===== config.mk =====
export PLATFORM = sky130hd
export DESIGN_NAME = ov7670_config_sequencer
export DESIGN_NICKNAME = d
export VERILOG_FILES = /design/src/rtl/ov7670_cfg_pkg.sv /design/src/rtl/ov7670_config_sequencer.sv
export SDC_FILE = /design/constraint.sdc
export NUM_CORES = 1
export LEC_CHECK = 0
export ABC_AREA = 1
export CAP_MARGIN = 0
export CORE_ASPECT_RATIO = 1.2
export CORE_UTILIZATION = 45
export CTS_CLUSTER_DIAMETER = 200
export DETAILED_ROUTE_END_ITERATION = 8
export PLACE_DENSITY = 0.71
export SLEW_MARGIN = 5
export SYNTH_ARGS = -nofsm -noshare
export SYNTH_HDL_FRONTEND = slang
export SYNTH_SLANG_ARGS = --single-unit

===== constraint.sdc =====
create_clock -name clk -period 1.9 [get_ports clk]
set_input_delay 0.38 -clock clk [delete_from_list [all_inputs] [get_ports clk]]
set_output_delay 0.38 -clock clk [all_outputs]
set_load 0.03 [all_outputs]

===== src/rtl/ov7670_cfg_pkg.sv =====
// ov7670_cfg_pkg: shared ROM markers and sequencer state encoding
package ov7670_cfg_pkg;
  localparam logic [15:0] ROM_END   = 16'hFFFF;
  localparam logic [15:0] ROM_DELAY = 16'hFFF0;
  typedef enum logic [3:0] {IDLE, FETCH, DECODE, SEND, ACK, WAIT, DELAY, NEXT, DONE} state_t;
endpackage


===== src/rtl/ov7670_config_sequencer.sv =====
// ov7670_config_sequencer: walks the init ROM issuing SCCB writes and timed delays
module ov7670_config_sequencer
  import ov7670_cfg_pkg::*;
#(
  parameter int CLK_FREQ_HZ = 25_000_000,
  parameter int DELAY_MS    = 10
) (
  input  logic        clk,
  input  logic        rst,
  input  logic        start,
  output logic [7:0]  rom_addr,
  input  logic [15:0] rom_dout,
  input  logic        sccb_ready,
  output logic        sccb_start,
  output logic [7:0]  sccb_addr,
  output logic [7:0]  sccb_data,
  output logic        busy,
  output logic        done
);
  localparam int DELAY_CYCLES = CLK_FREQ_HZ / 1000 * DELAY_MS;
  localparam int CW = DELAY_CYCLES > 0 ? $clog2(DELAY_CYCLES + 1) : 1;
  state_t        state_q;
  logic [7:0]    rom_addr_q, sccb_addr_q, sccb_data_q;
  logic [CW-1:0] cnt_q;
  logic          sccb_start_q, busy_q, done_q;
  assign rom_addr   = rom_addr_q;
  assign sccb_start = sccb_start_q;
  assign sccb_addr  = sccb_addr_q;
  assign sccb_data  = sccb_data_q;
  assign busy       = busy_q;
  assign done       = done_q;
  // Sequencer FSM; sccb_start is raised one cycle early (from DECODE or a waiting SEND)
  // so it is presented only after sccb_ready was seen high, and the idle master cannot drop it meanwhile
  always_ff @(posedge clk) begin
    if (rst) begin
      state_q      <= IDLE;
      rom_addr_q   <= '0;
      cnt_q        <= '0;
      sccb_addr_q  <= '0;
      sccb_data_q  <= '0;
      sccb_start_q <= 1'b0;
      busy_q       <= 1'b0;
      done_q       <= 1'b0;
    end else begin
      sccb_start_q <= 1'b0;
      case (state_q)
        IDLE, DONE: if (start) begin
          rom_addr_q <= '0;
          done_q     <= 1'b0;
          busy_q     <= 1'b1;
          state_q    <= FETCH;
        end
        FETCH: state_q <= DECODE;
        DECODE: if (rom_dout == ROM_END) begin
          done_q  <= 1'b1;
          busy_q  <= 1'b0;
          state_q <= DONE;
        end else if (rom_dout == ROM_DELAY) begin
          cnt_q   <= CW'(DELAY_CYCLES);
          state_q <= DELAY;
        end else begin
          sccb_addr_q  <= rom_dout[15:8];
          sccb_data_q  <= rom_dout[7:0];
          sccb_start_q <= sccb_ready;
          state_q      <= SEND;
        end
        SEND: if (sccb_start_q) state_q <= ACK;
              else sccb_start_q <= sccb_ready;
        ACK: state_q <= WAIT;
        WAIT: if (sccb_ready) state_q <= NEXT;
        DELAY: if (cnt_q == '0) state_q <= NEXT;
               else cnt_q <= cnt_q - 1'b1;
        NEXT: if (&rom_addr_q) begin
          done_q  <= 1'b1;
          busy_q  <= 1'b0;
          state_q <= DONE;
        end else begin
          rom_addr_q <= rom_addr_q + 8'd1;
          state_q    <= FETCH;
        end
        default: state_q <= IDLE;
      endcase
    end
  end
endmodule


==> results by group <==
Outcome
  • Status: finished clean

Synth
  • Sequential fraction of the synthesis area: 0.351
  • Net Count, Synth: 444
  • Cells after Synth: 422
  • Synth cell types: 31
  • Mapped Avg Cell Area: 6.62 um^2
  • Flop and latch count out of synthesis: 49
  • Synth warnings: 0
  • Syn Std Cell Area: 2790 um^2

Critical path
  • Critical path class: reg -> out
  • Worst path buffer plus inverter count: 1
  • Crit-path leading delay family: buffers and inverters
  • Critical-path top delay cell: clkdlybuf4s50_1
  • Arrival time worst endpoint: 1440 ps
  • CP Launch Type: flip-flop
  • Max FO, Critical Path: 5
  • Worst path max stage delay: 700 ps
  • Critical path data required time: 1520 ps
  • Crit-path cells: clkdlybuf4s50_1
  • Worst Setup End Kind: output port

Detailed routing
  • Final WL: 6830 um
  • Drt drc: 0
  • Antenna Nets Post-Route: 0
  • Routed WL per cell: 12.0 um
  • Initial DRC count: 103
  • Via density: 5.04
  • Total number of vias: 2870
  • 1st-pass router iterations: 5

Power
  • Sw frac: 0.366
  • Int Pwr: 0.00213 W
  • Pwr per Cell Area: 929 nW/um^2
  • Max VDD drop: 0.406 mV
  • Leak pwr: 1.52 nW
  • P_sw: 0.00123 W
  • Clock Power Share: 0.232
  • Reg power frac: 0.384
  • Logic pwr share: 0.384

Timing
  • RSZ-0062 raised after global routing: false
  • Minimum clock period: 1820 ps
  • Slew at the pin with the worst max-slew slack: 543 ps
  • TNS Setup: 0 ps
  • Worst Hold Slack: 446 ps
  • FMAX: 0.549 GHz
  • Final Hold Vio Count: 0
  • Final setup violating endpoints: 0
  • Final period utilization: 0.958
  • Max-slew violation count: 0
  • Worst slew margin: 0.638
  • Setup Skew: 9.71 ps

Die
  • Rows: 31
  • DIE HEIGHT: 88.3 um
  • Num ports: 47
  • Core region area: 6010 um^2
  • Die width: 73.9 um
  • Initial core utilization: 0.465
  • Full die area: 6530 um^2

Flow run
  • Max cap viols: 0

Layout
  • Final std cells w/o fill: 569
  • Nets@finish: 508
  • Commonest non-fill, non-tap cells in the layout: nand2_1 (80), inv_1 (58), nor2_1 (55)
  • Area growth syn-to-layout: 29.8%
  • Final instance area: 3630 um^2
  • Diodes inserted: 0
  • Share of cells above drive strength 1: 0.144
  • Fill count: 563
  • Commonest non-fill, non-tap cell in the layout: nand2_1

Clock tree
  • Clk root buf: clkbuf_8
  • TritonCTS clock tree: done
  • Clock transition at path regs: 90 ps
  • CTS max path bufs: 2
  • Num Clock Sinks: 49
  • H-tree depth: 2
  • Skew-Pair Late Insertion Delay: 310 ps
  • Clock buffers created by TritonCTS: 5

Global route
  • Vias in the first global route: 2707
  • Initial antenna violation count: 0
  • First-pass GRT wire length: 11600 um
  • GRT Total Usage: 0.225
  • Total grt overflow: 0
  • Pin count of the biggest net entering global routing: 28

Placement
  • DPL Wire Length: 5010 um
  • Routability Congestion: 0.884
  • PortBufs: 46
  • Placed Area: 3470 um^2
  • Cell Count Post-Placement: 558

Min path
  • Worst Hold Class: reg -> reg
[timing repair]
action | 4_1_cts | 5_1_grt
endpoints found under the setup margin | 0 | 5
gates resized for setup | 0 | 6
hold buffers | 0 | 0
hold endpoints to repair | 0 | 0
buffers inserted | 0 | 3
[state kept, by name, summed over array words and instances, names as in the netlist]
name        count
cnt_q          18
done            1
busy            1
sccb_start      1
sccb_data       8
rom_addr        8
state_q         4
sccb_addr       8
[per-layer routing]
metal | share of wire | track usage | wire [um]
met1 | 0.44 | 0.250 | 3000
met2 | 0.51 | 0.425 | 3500
met3 | 0.030 | 0.0364 | 202
met4 | 0.019 | 0.0804 | 128
met5 | 0 | 0 | 0
[power groups by stage]
stage / Sequential (W) / Combinational (W) / Clock, W
after floorplan: 0.00152 / 0.000559 / 0
after global placement: 0.00131 / 0.00119 / 0
after detailed placement: 0.00132 / 0.00121 / 0
after CTS: 0.00129 / 0.00121 / 0.000808
after global routing: 0.00131 / 0.00142 / 0.000852
final: 0.00129 / 0.00129 / 0.000782
[Yosys cell counts]
| master | count | area (um^2) |
|---|---|---|
| a21boi_0 | 1 | 7.51 |
| a21oi_1 | 37 | 185 |
| a21oi_2 | 10 | 87.6 |
| a31oi_1 | 1 | 6.26 |
| buf_12 | 1 | 20.0 |
| buf_2 | 4 | 20.0 |
| buf_4 | 1 | 7.51 |
| buf_6 | 1 | 11.3 |
| clkbuf_1 | 5 | 18.8 |
| dfxtp_1 | 49 | 981 |
| ha_1 | 2 | 25.0 |
| inv_1 | 58 | 218 |
| inv_2 | 2 | 7.51 |
| nand2_1 | 81 | 304 |
| nand2_2 | 10 | 62.6 |
| nand2_4 | 3 | 33.8 |
| nand3_1 | 49 | 245 |
| nand3b_1 | 2 | 15.0 |
| nand4_1 | 8 | 50.1 |
| nand4_4 | 1 | 21.3 |
| nor2_1 | 55 | 206 |
| nor2_2 | 3 | 18.8 |
| nor3_1 | 2 | 10.0 |
| nor3_4 | 2 | 32.5 |
| nor3b_1 | 1 | 7.51 |
| o21ai_0 | 22 | 110 |
| o21ai_1 | 2 | 10.0 |
| o21bai_1 | 2 | 15.0 |
| or2_2 | 2 | 12.5 |
| xnor2_1 | 4 | 35.0 |
| xor2_1 | 1 | 8.76 |
[layout make-up]
| type | instances | area [um^2] | share of cell area |
|---|---|---|---|
| Multi-Input combinational cell | 301 | 1520 | 0.420 |
| Sequential cell | 49 | 983 | 0.271 |
| Timing Repair Buffer | 69 | 671 | 0.185 |
| Inverter | 60 | 225 | 0.0621 |
| Tap cell | 82 | 103 | 0.0283 |
| Clock buffer | 6 | 82.6 | 0.0228 |
| Clock inverter | 2 | 37.5 | 0.0104 |
[cell families (layout without fill, tap and decap cells)]
group           Yosys count  count (layout)  share of synthesized area
flops                    49              49                      0.351
simple gates            219             219                      0.365
buf+inv                  72             137                      0.108
xor+xnor                  5               5                     0.0157
fa+ha+maj                 2               2                    0.00896
compound gates           75              75                      0.151
[worst paths after layout]
kind	slack (ps)	cells after the start	from	to
hold / removal	450	2	sccb_addr[4]$_SDFFE_PP0P_	sccb_addr[4]$_SDFFE_PP0P_
setup reg to reg	240	8	state_q[0]$_SDFFE_PP0P_	rom_addr[3]$_SDFFE_PP0P_
setup / recovery	80	1	rom_addr[7]$_SDFFE_PP0P_	rom_addr[7]
hold reg to reg	450	2	sccb_addr[4]$_SDFFE_PP0P_	sccb_addr[4]$_SDFFE_PP0P_
[through the flow]
step	total power (W)	util	setup WS [ps]
after floorplan	0.00208	-	228
after global placement	0.00250	0.577	-75.5
after detailed placement	0.00252	0.577	-138
after CTS	0.00331	0.597	74.7
after global routing	0.00358	0.603	1.62
final	0.00337	0.603	79.4
Power figures use the tool's default switching activity.
